**src/rtl/oled_cmd_queue_if.sv**
```systemverilog
// Producer/consumer handshake bundle for oled_cmd_queue.
// The slave modport is the queue side; master is the producer/consumer environment.
interface oled_cmd_queue_if #(
    parameter int COMMAND_W = 8,
    parameter int NUM_CH    = 2
);
    logic [NUM_CH*COMMAND_W-1:0] in_data;
    logic [NUM_CH-1:0]           in_dc;
    logic [NUM_CH-1:0]           in_valid;
    logic [NUM_CH-1:0]           in_ready;
    logic [COMMAND_W-1:0]        out_data;
    logic                        out_dc;
    logic                        out_valid;
    logic                        out_ready;

    modport slave (
        input  in_data, in_dc, in_valid, out_ready,
        output in_ready, out_data, out_dc, out_valid
    );

    modport master (
        output in_data, in_dc, in_valid, out_ready,
        input  in_ready, out_data, out_dc, out_valid
    );
endinterface

```
**src/rtl/oled_cmd_queue.sv**
```systemverilog
// Multi-channel round-robin command/data FIFO with D/C flag, optional drop-on-full,
// level/almost-full status and synchronous flush, feeding the OLED serial engine.
module oled_cmd_queue #(
    parameter int DEPTH        = 64,
    parameter int COMMAND_W    = 8,
    parameter int NUM_CH       = 2,
    parameter int DROP_ON_FULL = 0,
    parameter int AFULL_LEVEL  = DEPTH - 4
) (
    input  logic                     clk,
    input  logic                     rst,
    input  logic                     flush,
    oled_cmd_queue_if.slave          bus,
    output logic [$clog2(DEPTH):0]   level,
    output logic                     almost_full,
    output logic [15:0]              drop_count
);
    localparam int AW  = $clog2(DEPTH);
    localparam int LW  = AW + 1;
    localparam int RRW = (NUM_CH > 1) ? $clog2(NUM_CH) : 1;

    logic [COMMAND_W:0] r_mem [DEPTH];
    logic [AW-1:0]      r_wr_ptr;
    logic [AW-1:0]      r_rd_ptr;
    logic [LW-1:0]      r_level;
    logic [RRW-1:0]     r_rr_ptr;
    logic [15:0]        r_drop_count;

    logic [NUM_CH-1:0]  w_grant;
    logic [RRW-1:0]     w_grant_idx;
    logic               w_grant_any;
    logic               w_full;
    logic               w_empty;
    logic               w_slot_ready;
    logic               w_accept;
    logic               w_push;
    logic               w_drop;
    logic               w_out_valid;
    logic               w_pop;
    logic [COMMAND_W:0] w_in_word;

    // Search starts one past the last winner so every channel gets a turn.
    always_comb begin
        int unsigned idx;
        idx         = 0;
        w_grant     = '0;
        w_grant_idx = '0;
        w_grant_any = 1'b0;
        for (int unsigned k = 1; k <= NUM_CH; k++) begin
            idx = (32'(r_rr_ptr) + k) % NUM_CH;
            if (!w_grant_any && bus.in_valid[idx]) begin
                w_grant_any  = 1'b1;
                w_grant_idx  = RRW'(idx);
                w_grant[idx] = 1'b1;
            end
        end
    end

    assign w_full       = (r_level == LW'(DEPTH));
    assign w_empty      = (r_level == '0);
    assign w_slot_ready = !flush && ((DROP_ON_FULL != 0) || !w_full);
    assign bus.in_ready = w_grant & {NUM_CH{w_slot_ready}};
    assign w_accept     = w_grant_any && w_slot_ready;
    assign w_push       = w_accept && !w_full;
    assign w_drop       = w_accept && w_full;
    assign w_out_valid  = !w_empty && !flush;
    assign w_pop        = w_out_valid && bus.out_ready;
    assign w_in_word    = {bus.in_dc[w_grant_idx],
                           bus.in_data[32'(w_grant_idx)*COMMAND_W +: COMMAND_W]};

    always_ff @(posedge clk) begin
        if (w_push && !rst) begin
            r_mem[r_wr_ptr] <= w_in_word;
        end
    end

    always_ff @(posedge clk) begin
        if (rst) begin
            r_wr_ptr     <= '0;
            r_rd_ptr     <= '0;
            r_level      <= '0;
            r_rr_ptr     <= RRW'(NUM_CH - 1);
            r_drop_count <= '0;
        end else if (flush) begin
            r_wr_ptr <= '0;
            r_rd_ptr <= '0;
            r_level  <= '0;
        end else begin
            if (w_push) begin
                r_wr_ptr <= r_wr_ptr + AW'(1);
            end
            if (w_pop) begin
                r_rd_ptr <= r_rd_ptr + AW'(1);
            end
            if (w_push && !w_pop) begin
                r_level <= r_level + LW'(1);
            end else if (w_pop && !w_push) begin
                r_level <= r_level - LW'(1);
            end
            if (w_accept) begin
                r_rr_ptr <= w_grant_idx;
            end
            if (w_drop && (r_drop_count != '1)) begin
                r_drop_count <= r_drop_count + 16'd1;
            end
        end
    end

    assign bus.out_valid               = w_out_valid;
    assign {bus.out_dc, bus.out_data}  = r_mem[r_rd_ptr];
    assign level                       = r_level;
    assign almost_full                 = (r_level >= LW'(AFULL_LEVEL));
    assign drop_count                  = r_drop_count;
endmodule
```
**src/flat_wrapper.sv**
```systemverilog
// flat-port wrapper written by rule: the top's interface ports become plain ports
module oled_cmd_queue_flat 
#(
    parameter int DEPTH        = 64,
    parameter int COMMAND_W    = 8,
    parameter int NUM_CH       = 2,
    parameter int DROP_ON_FULL = 0,
    parameter int AFULL_LEVEL  = DEPTH - 4
)
  (clk, rst, flush, level, almost_full, drop_count, bus_in_data, bus_in_dc, bus_in_valid, bus_out_ready, bus_in_ready, bus_out_data, bus_out_dc, bus_out_valid);
  oled_cmd_queue_if #(.COMMAND_W(COMMAND_W), .NUM_CH(NUM_CH)) bus_i ();
  input  logic clk;
  input  logic rst;
  input  logic flush;
  output logic [$clog2(DEPTH):0] level;
  output logic almost_full;
  output logic [15:0] drop_count;
  input wire logic [$bits(bus_i.in_data)-1:0] bus_in_data;
  input wire logic [$bits(bus_i.in_dc)-1:0] bus_in_dc;
  input wire logic [$bits(bus_i.in_valid)-1:0] bus_in_valid;
  input wire logic [$bits(bus_i.out_ready)-1:0] bus_out_ready;
  output wire logic [$bits(bus_i.in_ready)-1:0] bus_in_ready;
  output wire logic [$bits(bus_i.out_data)-1:0] bus_out_data;
  output wire logic [$bits(bus_i.out_dc)-1:0] bus_out_dc;
  output wire logic [$bits(bus_i.out_valid)-1:0] bus_out_valid;
  assign bus_i.in_data = bus_in_data;
  assign bus_i.in_dc = bus_in_dc;
  assign bus_i.in_valid = bus_in_valid;
  assign bus_i.out_ready = bus_out_ready;
  assign bus_in_ready = bus_i.in_ready;
  assign bus_out_data = bus_i.out_data;
  assign bus_out_dc = bus_i.out_dc;
  assign bus_out_valid = bus_i.out_valid;
  oled_cmd_queue #(.DEPTH(DEPTH), .COMMAND_W(COMMAND_W), .NUM_CH(NUM_CH), .DROP_ON_FULL(DROP_ON_FULL), .AFULL_LEVEL(AFULL_LEVEL)) u_core (.clk(clk), .rst(rst), .flush(flush), .bus(bus_i), .level(level), .almost_full(almost_full), .drop_count(drop_count));
endmodule
```
**config.mk**
```make
export PLATFORM = sky130hd
export DESIGN_NAME = oled_cmd_queue_flat
export DESIGN_NICKNAME = d
export VERILOG_FILES = /design/src/rtl/oled_cmd_queue_if.sv /design/src/rtl/oled_cmd_queue.sv /design/src/flat_wrapper.sv
export SDC_FILE = /design/constraint.sdc
export NUM_CORES = 1
export LEC_CHECK = 0
export ABC_AREA = 1
export CAP_MARGIN = 40
export CORE_MARGIN = 2
export CORE_UTILIZATION = 52
export CTS_CLUSTER_SIZE = 10
export DETAILED_ROUTE_END_ITERATION = 10
export PLACE_DENSITY = 0.69
export SYNTH_ARGS = -nofsm -noshare
export SYNTH_HDL_FRONTEND = slang
export SYNTH_SLANG_ARGS = --single-unit
export TNS_END_PERCENT = 30
```
**constraint.sdc**
```tcl
create_clock -name clk -period 4.7 [get_ports clk]
set_input_delay 0.94 -clock clk [delete_from_list [all_inputs] [get_ports clk]]
set_output_delay 0.94 -clock clk [all_outputs]
set_load 0.01 [all_outputs]
```
==> metrics.md, run 1 <==
| Metric | Value |
|---|---|
| FF+latch area | 0.0181 mm^2 |
| FF-to-FF path depth | 9 |
| Cell Area, Synth | between 0.02 and 0.03 mm^2 |
| Power Internal | a little over 9000 uW |
| P_sw | 2500 uW |
| Number of enable flip-flop cells after synthesis | between 500 and 600 |
| Combinational share of power | roughly 5.2% |
| CTS Sinks | 618 |
| Hold Path Cell Cnt | 2 |
| Type of origin of the critical path | register |
| Max cap viols | 0 |
| First-pass GRT wire length | 99200 um |
| RSZ-0062 raised after global routing | false |
| Initial core utilization | a little over half |
| Tightest Pin Transition | 0.913 ns |
| Mapped Nets | 2297 |
| Footprint of the multi-input gates | approximately 0.0064 mm^2 |
| Most common cell in the netlist | nand2_1 |
| Hold Startpoint | u_core.drop_count[1] |
| Top cells by count, synth | 800 x nand2_1, 576 x edfxtp_1, 510 x nand3_1 |
| Final worst slack | 0.252 ns |
| Util after Layout | 59.2% |
| Setup TNS | 0 ns |
| Switching part of the total | 21.4% |
| Largest net degree at the start of global routing | between 100 and 150 |
| Worst-path clk slew | roughly 0.05 ns |
| Core Region | 0.0486 mm^2 |
| Final period util | 94.6% |
| GP Congestion | ~0.9 |
| Antenna Cells | 0 |
| Worst Setup End Kind | primary output |
| P_leak | between 0.01 and 0.015 uW |
| Mapped Cells | 2263 |
| Cell accounting for the most synthesized area | edfxtp_1 |
| Count of pins over their slew limit | 0 |
| Die ar. | between 0.05 and 0.06 mm^2 |
| Critical path type | register to primary output |
| HPWL after DPL | 37100 um |
| Die Width | between 200 and 250 um |
| Worst-Skew Late Latency | 0.61 ns |
| RR Startpoint | u_core.level[3] |
| Top FF cell, synth | edfxtp_1 |
| Final ANT Viol Nets | 0 |
| Top-area cell type share of the netlist area | 67.9% |
| Vias per cell | 5.77 |
| Total CTS buffers | 72 |
| Non-Filler Instances | 2996 |
| CP max-delay cell | clkdlybuf4s50_1 |
| Final hold violations | 0 |
| Yosys warns | 0 |
| Pre-CTS WS | 0.664 ns |
| Flop and latch count out of synthesis | 618 |
| Hold Slack | 0.418 ns |
| CP Max Fanout | 81 |
| TritonCTS clock tree | done |
| Clock Power Share | 42.6% |
| GRT Util Overall | ~26% |
| Total iterations of the first detailed-routing run | 5 |
| Via count | 17274 |
| Synth area leaders | edfxtp_1 68%, nand2_1 12%, nand3_1 10% |
| Root Driver | clkbuf_16 |
| PortBufs | between 50 and 60 |
| First DRT Iteration DRCs | 2247 |
| Hold endpoint | u_core.drop_count[1] |
| Depth of the CTS H-tree | 3 |
| Power per cell area | ~410 mW/mm^2 |
| Rows | between 80 and 90 |
| Max-slew headroom | roughly two fifths |
| Worst-case vdd ir drop | 0.235 mV |
| Share of post-route cells with drive strength above 1 | between 7 and 8% |
| Req. time, crit path | 3.76 ns |
| CP cell instances | inv_8, buf_4, nand2_1, nand3_1, nand3_1, nand2_1, nand2_1, nand3_1, nand3_1, nand2_1, clkdlybuf4s50_1 |
| Routed wire length per instance | 21.4 um |
| P&R area growth vs syn | 13.0% |
| Async SR Flop Fraction | 0% |
| Total routed wirelength | 64200 um |
| Slowest stage delay, CP | 0.56 ns |
| Worst r2r dst | u_core.r_mem[30][7] |
| Seq pwr share | 52.2% |
| Placed Cells incl. Taps | 2890 |
| Die Ht | 225 um |
| Hold Path Class | register to register |
| CP Data Arrival Time | 3.51 ns |
| Cell variety after synth | 30 |
| Setup violations, final | 0 |
| Sequential cell area fraction in the yosys report | 71.2% |
| Status | finished clean |
| Vias in the first global route | ~17000 |
| Peak Freq | 225 MHz |
| # fillers | 3954 |
| Min Tclk post-route | 4.45 ns |
| Final net count | 2376 |
| Skew final | 0.0282 ns |
| Clock buffer depth | 3 |
| FF-to-FF setup slack | 1.44 ns |
| Initial antenna violation count | 0 |
| # IOs | 60 |
| Total grt overflow | 0 |
| # DRC | 0 |
| Average size of a mapped cell | 11.3 um^2 |
==> worst max-delay path: cells and delay by family (launching register included) <==
kind / cells / cell delay (ns)
AND/OR/NAND/NOR: 8 / 0.96
flip-flops: 1 / 0.48
buffers and inverters: 3 / 1.41
==> timing repair <==
item | in CTS | in global routing
hold buffers | 0 | 0
resized for setup | 0 | 1
endpoints found under the setup margin | 0 | 1
setup buffers | 0 | 0
==> routing by layer <==
layer / vias to the layer above / global-route usage (%) / routed length, um
met5: - / 0 / 0
met4: 0 / 9.96 / 2180
met3: 138 / 6.58 / 6530
met2: 879 / 38.3 / 28500
met1: 8281 / 37.2 / 27000
li1: 7976 / - / -
==> cell usage in the layout, fill, tap and decap left out, types with 2 or more instances in the layout <==
master           Yosys  routed
o21ai_0             11      11
xor2_1               7       7
nor2_1              94      94
clkinv_1             3       4
nand2_2              0       9
inv_1               46      46
clkdlybuf4s50_1      0      59
buf_12               0       7
nand2_1            800     791
nand3_1            510     510
clkbuf_8             0       2
ha_1                 9       9
clkbuf_16            0      76
nor3_1               3       3
a21oi_1             21      21
dfxtp_4              0       2
dfxtp_1             42      39
xnor2_1              2       2
a31oi_1              3       3
edfxtp_1           576     576
buf_4               11      64
clkbuf_1            25      25
==> worst max path at each step <==
stage,cells after the start,to,start,slack (ns)
finish,11,bus_out_data[2],register,0.25
global route,11,bus_out_data[3],register,0.08
floorplan,14,u_core.level[5],bus_in_valid[0],1.91
detailed placement,7,u_core.r_mem[22][3],bus_in_valid[0],0.66
CTS,10,bus_out_data[1],register,0.24
global placement,7,u_core.r_mem[62][3],bus_in_valid[0],0.71
==> sequential cells by signal, summed over array words and instances (netlist names), named ones only <==
signal / cells
u_core.r_rd_ptr: 6
u_core.r_mem: 576
u_core.level: 7
u_core.r_wr_ptr: 6
u_core.r_rr_ptr: 1
u_core.drop_count: 16
==> cell type report <==
type                       instances  share of cell area [%]
tap                              622                    2.70
clock buffer                     103                    7.03
clock inverter                     3                   0.100
sequential                       618                    63.0
inverter                          52                   0.713
timing repair buffer             131                    4.25
multi-input combinational       1467                    22.2
==> power groups by stage <==
stage / sequential (uW) / combinational, uW / clock (uW)
floorplan: 6230 / 355 / 0
global placement: 6220 / 593 / 0
detailed placement: 6230 / 606 / 0
CTS: 6110 / 609 / 5040
global route: 6110 / 672 / 5250
finish: 6110 / 611 / 4980
==> through the flow <==
step / instance area [um^2] / total power [uW]
floorplan: 25500 / 6580
global placement: 26700 / 6820
detailed placement: 26700 / 6830
CTS: 28800 / 11800
global route: 28800 / 12000
finish: 28800 / 11700
==> kinds of logic after synthesis <==
| logic type | Yosys count | share of synthesized area (%) |
|---|---|---|
| buffers and inverters | 178 | 3.84 |
| adders and majority gates | 10 | 0.521 |
| DFF | 618 | 71.2 |
| AOI/OAI and AO/OA | 36 | 0.737 |
| and+or+nand+nor | 1412 | 23.4 |
| xor gates and xnor gates | 9 | 0.309 |
(Power assumes the default switching activity.)
==> run 2: changes to the inputs <==
==> constraint.sdc (replaced) <==
create_clock -name clk -period 4.7 [get_ports clk]
set_input_delay 0.705 -clock clk [delete_from_list [all_inputs] [get_ports clk]]
set_output_delay 0.705 -clock clk [all_outputs]
set_load 0.01 [all_outputs]
==> metrics.md, run 2 (synthesis results as in run 1) <==
| Metric | Value |
|---|---|
| Final ANT Viol Nets | 0 (unchanged) |
| Total CTS buffers | 72 (unchanged) |
| CP Max Fanout | 114 (was 81) |
| # IOs | 60 (unchanged) |
| Postcts setup bufs | 0 (unchanged) |
| Hold Startpoint | u_core.drop_count[9] (was u_core.drop_count[1]) |
| Met2 Wirelength | 29600 um (was 28500 um) |
| Tightest Pin Transition | 0.976 ns (was 0.913 ns) |
| Hold-fix buffers at CTS | 0 (unchanged) |
| Slowest stage delay, CP | 0.59 ns (was 0.56 ns) |
| Final net count | 2354 (was 2376) |
| Skew final | 0.0167 ns (was 0.0282 ns) |
| Number of flip-flops in the largest register | 576 (unchanged) |
| Initial core utilization | 52.4% (unchanged) |
| Max-slew headroom | 35.0% (was 39.2%) |
| Peak Freq | 223 MHz (was 225 MHz) |
| P_leak | 0.0103 uW (was 0.0104 uW) |
| Hold Path Class | register to register (unchanged) |
| First-pass GRT wire length | 98800 um (was 99200 um) |
| Largest Register | u_core.r_mem (unchanged) |
| Max cap viols | 0 (unchanged) |
| Largest net degree at the start of global routing | 171 (was 145) |
| Setup violations, final | 0 (unchanged) |
| FF-to-FF path depth | 9 (unchanged) |
| Req. time, crit path | 3.99 ns (was 3.76 ns) |
| Vias in the first global route | 16520 (was 17037) |
| GRT Util Overall | 25.9% (was 26.0%) |
| Total routed wirelength | 64400 um (was 64200 um) |
| Count of pins over their slew limit | 0 (unchanged) |
| First DRT Iteration DRCs | 2292 (was 2247) |
| TritonCTS clock tree | done (unchanged) |
| Worst-case vdd ir drop | 0.296 mV (was 0.235 mV) |
| Share of post-route cells with drive strength above 1 | 6.16% (was 7.20%) |
| Hold Path Cell Cnt | 2 (unchanged) |
| Power per cell area | 407 mW/mm^2 (about the same) |
| Most frequent cells in the layout | 791 x nand2_1, 576 x edfxtp_1, 510 x nand3_1 (unchanged) |
| Worst r2r dst | u_core.r_mem[54][2] (was u_core.r_mem[30][7]) |
| WL met3 | 6560 um (was 6530 um) |
| Min Tclk post-route | 4.48 ns (was 4.45 ns) |
| Final period util | 95.3% (was 94.6%) |
| Die Width | 225 um (unchanged) |
| FF-to-FF setup slack | 1.51 ns (was 1.44 ns) |
| Total iterations of the first detailed-routing run | 5 (unchanged) |
| Area after DPL | 0.0266 mm^2 (was 0.0267 mm^2) |
| Critical path type | register to primary output (unchanged) |
| Vias per cell | 5.80 (was 5.77) |
| Worst Setup End Kind | primary output (unchanged) |
| Antenna Cells | 0 (unchanged) |
| Met1 WL | 26600 um (was 27000 um) |
| PostCTS Resize Cnt | 0 (unchanged) |
| Core Region | 0.0486 mm^2 (unchanged) |
| HPWL after DPL | 37800 um (was 37100 um) |
| CP Data Arrival Time | 3.77 ns (was 3.51 ns) |
| # DRC | 0 (unchanged) |
| Post-Layout Inst Area | 0.0286 mm^2 (was 0.0288 mm^2) |
| RR Startpoint | u_core.level[3] (unchanged) |
| Routed wire length per instance | 21.6 um (was 21.4 um) |
| Initial antenna violation count | 0 (unchanged) |
| Type of origin of the critical path | register (unchanged) |
| Highest metal used | met4 (unchanged) |
| PortBufs | 59 (unchanged) |
| GP Congestion | 0.881 (was 0.903) |
| Total grt overflow | 0 (unchanged) |
| CTS Sinks | 618 (unchanged) |
| Final hold violations | 0 (unchanged) |
| Rows | 81 (unchanged) |
| RSZ-0062 raised after global routing | false (unchanged) |
| Via count | 17255 (was 17274) |
| Hold endpoint | u_core.drop_count[9] (was u_core.drop_count[1]) |
| Worst-Skew Late Latency | 0.59 ns (was 0.61 ns) |
| Die ar. | 0.0508 mm^2 (unchanged) |
| Die Ht | 225 um (unchanged) |
| Setup TNS | 0 ns (unchanged) |
| Worst-path clk slew | 0.05 ns (about the same) |
| Depth of the CTS H-tree | 3 (unchanged) |
| CP max-delay cell | inv_8 (was clkdlybuf4s50_1) |
| CP cell instances | inv_8, buf_12, nand2_1, nand3_1, nand3_1, nand2_1, nand2_1, nand3_1, nand3_1, nand2_1, clkdlybuf4s50_1 (was inv_8, buf_4, nand2_1, nand3_1, nand3_1, nand2_1, nand2_1, nand3_1, nand3_1, nand2_1, clkdlybuf4s50_1) |
| Root Driver | clkbuf_16 (unchanged) |
| Most common library cell in the layout ignoring fill and taps | nand2_1 (unchanged) |
| Status | finished clean (unchanged) |
| P&R area growth vs syn | 12.4% (was 13.0%) |
| Clock buffer depth | 3 (unchanged) |
==> run 2: stage by stage <==
step           setup WS [ns]  power [uW]  hold slack (ns)  std cells  utilization (%)
6_report               0.223       11700            0.423       2977             58.9
5_1_grt               0.0844       12000            0.441       2977             58.9
4_1_cts                0.287       11700            0.426       2976             58.8
3_5_place_dp           0.916        6850            0.415       2867             54.7
3_3_place_gp           0.926        6830            0.410       2859             54.5
2_1_floorplan           2.14        6580            0.442       2263                -
==> run 2: final cells by class <==
class                      instances  area, um^2
sequential                       618       18100
inverter                          52         205
clock inverter                     3        38.8
clock buffer                     106        1960
fill                            3918       20000
timing repair buffer             109        1120
multi-input combinational       1467        6380
tap                              622         778
==> run 2: how the worst max path moves through the flow <==
stage / to / slack, ns / cells after the start
floorplan: u_core.level[5] / 2.14 / 14
detailed placement: bus_out_data[7] / 0.92 / 10
CTS: bus_out_data[7] / 0.29 / 10
finish: bus_out_data[7] / 0.22 / 11
global placement: bus_out_data[4] / 0.93 / 11
global route: bus_out_data[4] / 0.08 / 10
==> run 2: routing by layer <==
metal / global-route usage (%) / up-vias
li1: - / 7938
met1: 36.8 / 8271
met2: 39.7 / 921
met3: 6.09 / 125
met4: 8.59 / 0
met5: 0 / -
==> run 2: where the power goes <==
| group | internal [uW] | switching [uW] |
|---|---|---|
| clock network | 2900 | 2020 |
| registers | 6100 | 20.1 |
| logic | 171 | 452 |
| total | 9170 | 2490 |
==> run 2: critical path, delay by kind of cell, from the launching register on <==
kind                   cells  cell delay [ns]
DFF                        1             0.53
and+or+nand+nor            8             1.07
buffers and inverters      3             1.48
==> run 3: changes to the inputs <==
Settings changed: CTS_BUF_LIST set to sky130_fd_sc_hd__clkbuf_8, CTS_CLUSTER_SIZE 10 to 8.
==> metrics.md, run 3 (synthesis results as in run 1) <==
| Metric | Value |
|---|---|
| Final net count | 2379 (was 2354) |
| Antenna Cells | 0 (unchanged) |
| Power per cell area | 381 mW/mm^2 (was 407 mW/mm^2) |
| Total routed wirelength | 64200 um (was 64400 um) |
| Type of origin of the critical path | register (unchanged) |
| Die Width | 225 um (unchanged) |
| Total iterations of the first detailed-routing run | 7 (was 5) |
| Count of pins over their slew limit | 0 (unchanged) |
| Largest net degree at the start of global routing | 171 (unchanged) |
| Total grt overflow | 0 (unchanged) |
| Number of flip-flops in the largest register | 576 (unchanged) |
| # IOs | 60 (unchanged) |
| Via count | 17448 (was 17255) |
| Post-Layout Inst Area | 0.0284 mm^2 (was 0.0286 mm^2) |
| CP Max Fanout | 114 (unchanged) |
| Most frequent cells in the layout | 791 x nand2_1, 576 x edfxtp_1, 510 x nand3_1 (unchanged) |
| Hold Slack | 0.425 ns (was 0.423 ns) |
| # DRC | 0 (unchanged) |
| Total CTS buffers | 97 (was 72) |
| Final hold violations | 0 (unchanged) |
| Hold Path Class | register to register (unchanged) |
| GRT Util Overall | 25.7% (was 25.9%) |
| Depth of the CTS H-tree | 3 (unchanged) |
| Final period util | 96.5% (was 95.3%) |
| GP Congestion | 0.881 (unchanged) |
| Status | finished clean (unchanged) |
| Clock buffer depth | 3 (unchanged) |
| Die Ht | 225 um (unchanged) |
| First-pass GRT wire length | 98300 um (was 98800 um) |
| Design Power | 10800 uW (was 11700 uW) |
| Max-slew headroom | 34.4% (was 35.0%) |
| Max cap viols | 0 (unchanged) |
| RSZ-0062 raised after global routing | true (was false) |
| Share of post-route cells with drive strength above 1 | 7.53% (was 6.16%) |
| Core Region | 0.0486 mm^2 (unchanged) |
| HPWL after DPL | 37800 um (unchanged) |
| P&R area growth vs syn | 11.3% (was 12.4%) |
| Initial antenna violation count | 0 (unchanged) |
| Worst-case vdd ir drop | 0.222 mV (was 0.296 mV) |
| Rows | 81 (unchanged) |
| Area after DPL | 0.0266 mm^2 (unchanged) |
| Req. time, crit path | 3.99 ns (about the same) |
| Peak Freq | 221 MHz (was 223 MHz) |
| CP Data Arrival Time | 3.83 ns (was 3.77 ns) |
| Initial core utilization | 52.4% (unchanged) |
| Most common library cell in the layout ignoring fill and taps | nand2_1 (unchanged) |
| Skew final | 0.0242 ns (was 0.0167 ns) |
| Worst-path clk slew | 0.06 ns (was 0.05 ns) |
| Die ar. | 0.0508 mm^2 (unchanged) |
| Vias in the first global route | 16808 (was 16520) |
| Tightest Pin Transition | 0.983 ns (was 0.976 ns) |
| First DRT Iteration DRCs | 2160 (was 2292) |
| Min Tclk post-route | 4.53 ns (was 4.48 ns) |
| Critical path type | register to primary output (unchanged) |
| Worst-Skew Late Latency | 0.67 ns (was 0.59 ns) |
| Root Driver | clkbuf_8 (was clkbuf_16) |
| Routed wire length per instance | 21.1 um (was 21.6 um) |
| Vias per cell | 5.74 (was 5.80) |
| Setup TNS | 0 ns (unchanged) |
| PortBufs | 59 (unchanged) |
| P_leak | 0.0104 uW (was 0.0103 uW) |
| Setup violations, final | 0 (unchanged) |
| Final ANT Viol Nets | 0 (unchanged) |
| Worst Setup End Kind | primary output (unchanged) |
| Hold-fix buffers at CTS | 0 (unchanged) |
| Largest Register | u_core.r_mem (unchanged) |
| CTS Sinks | 618 (unchanged) |
| TritonCTS clock tree | done (unchanged) |
-- run 3: changes by cell type in the layout (fill, tap and decap cells not counted) --
cell	change
clkbuf_1	-32
clkinv_1	+9
buf_16	+1
inv_1	+48
clkbuf_16	-73
bufinv_16	-1
buf_12	-1
clkbuf_8	+106
clkinvlp_4	+2
clkinv_2	+3
-- run 3: final cells by class --
class / count / area (um^2)
fillers: 4028 / 20300
flip-flops and latches: 618 / 18100
multi-input cells: 1467 / 6380
clock buffers: 107 / 1470
repair buffers: 109 / 1130
well taps: 622 / 778
clock inverters: 64 / 253
inverters: 52 / 205
-- run 3: critical path, stage by stage, from the launching register on --
cell and delay, ns:
dfxtp_4 0.54, inv_8 0.59, buf_12 0.32, nand2_1 0.09
nand3_1 0.09, nand3_1 0.16, nand2_1 0.10, nand2_1 0.05
nand3_1 0.20, nand3_1 0.17, nand2_1 0.18, clkdlybuf4s50_1 0.56
-- run 3: timing repair --
item	CTS	global route
setup endpoints to repair	0	1
gates resized for setup	0	1
setup buffers	0	0
-- run 3: worst paths after layout --
kind         slack [ns]            startpoint                    to  cells past startpoint
max                0.17              register       bus_out_data[7]                     11
min                0.43  u_core.drop_count[4]  u_core.drop_count[4]                      2
max reg2reg        1.51       u_core.level[3]   u_core.r_mem[54][7]                      9
min reg2reg        0.43  u_core.drop_count[4]  u_core.drop_count[4]                      2
-- run 3: stage by stage --
step / util [%] / std cells / worst slack (ns)
5_1_grt: 58.3 / 3039 / -0.00447
4_1_cts: 58.3 / 3038 / 0.192
2_1_floorplan: - / 2263 / 2.14
6_report: 58.3 / 3039 / 0.165
3_5_place_dp: 54.7 / 2867 / 0.916
3_3_place_gp: 54.5 / 2859 / 0.926
-- run 3: layer usage --
metal,up-vias,global-route usage (%),wire (um)
met5,-,0,0
met4,0,9.66,1830
met3,124,6.01,6650
met2,896,39.2,29200
met1,8411,36.2,26500
li1,8017,-,-
-- run 3: power breakdown --
group          internal (uW)  leakage [uW]  switching (uW)
sequential              6090       0.00554            20.7
combinational            172       0.00381             453
clock                   2070       0.00106            2010
total                   8330        0.0104            2480
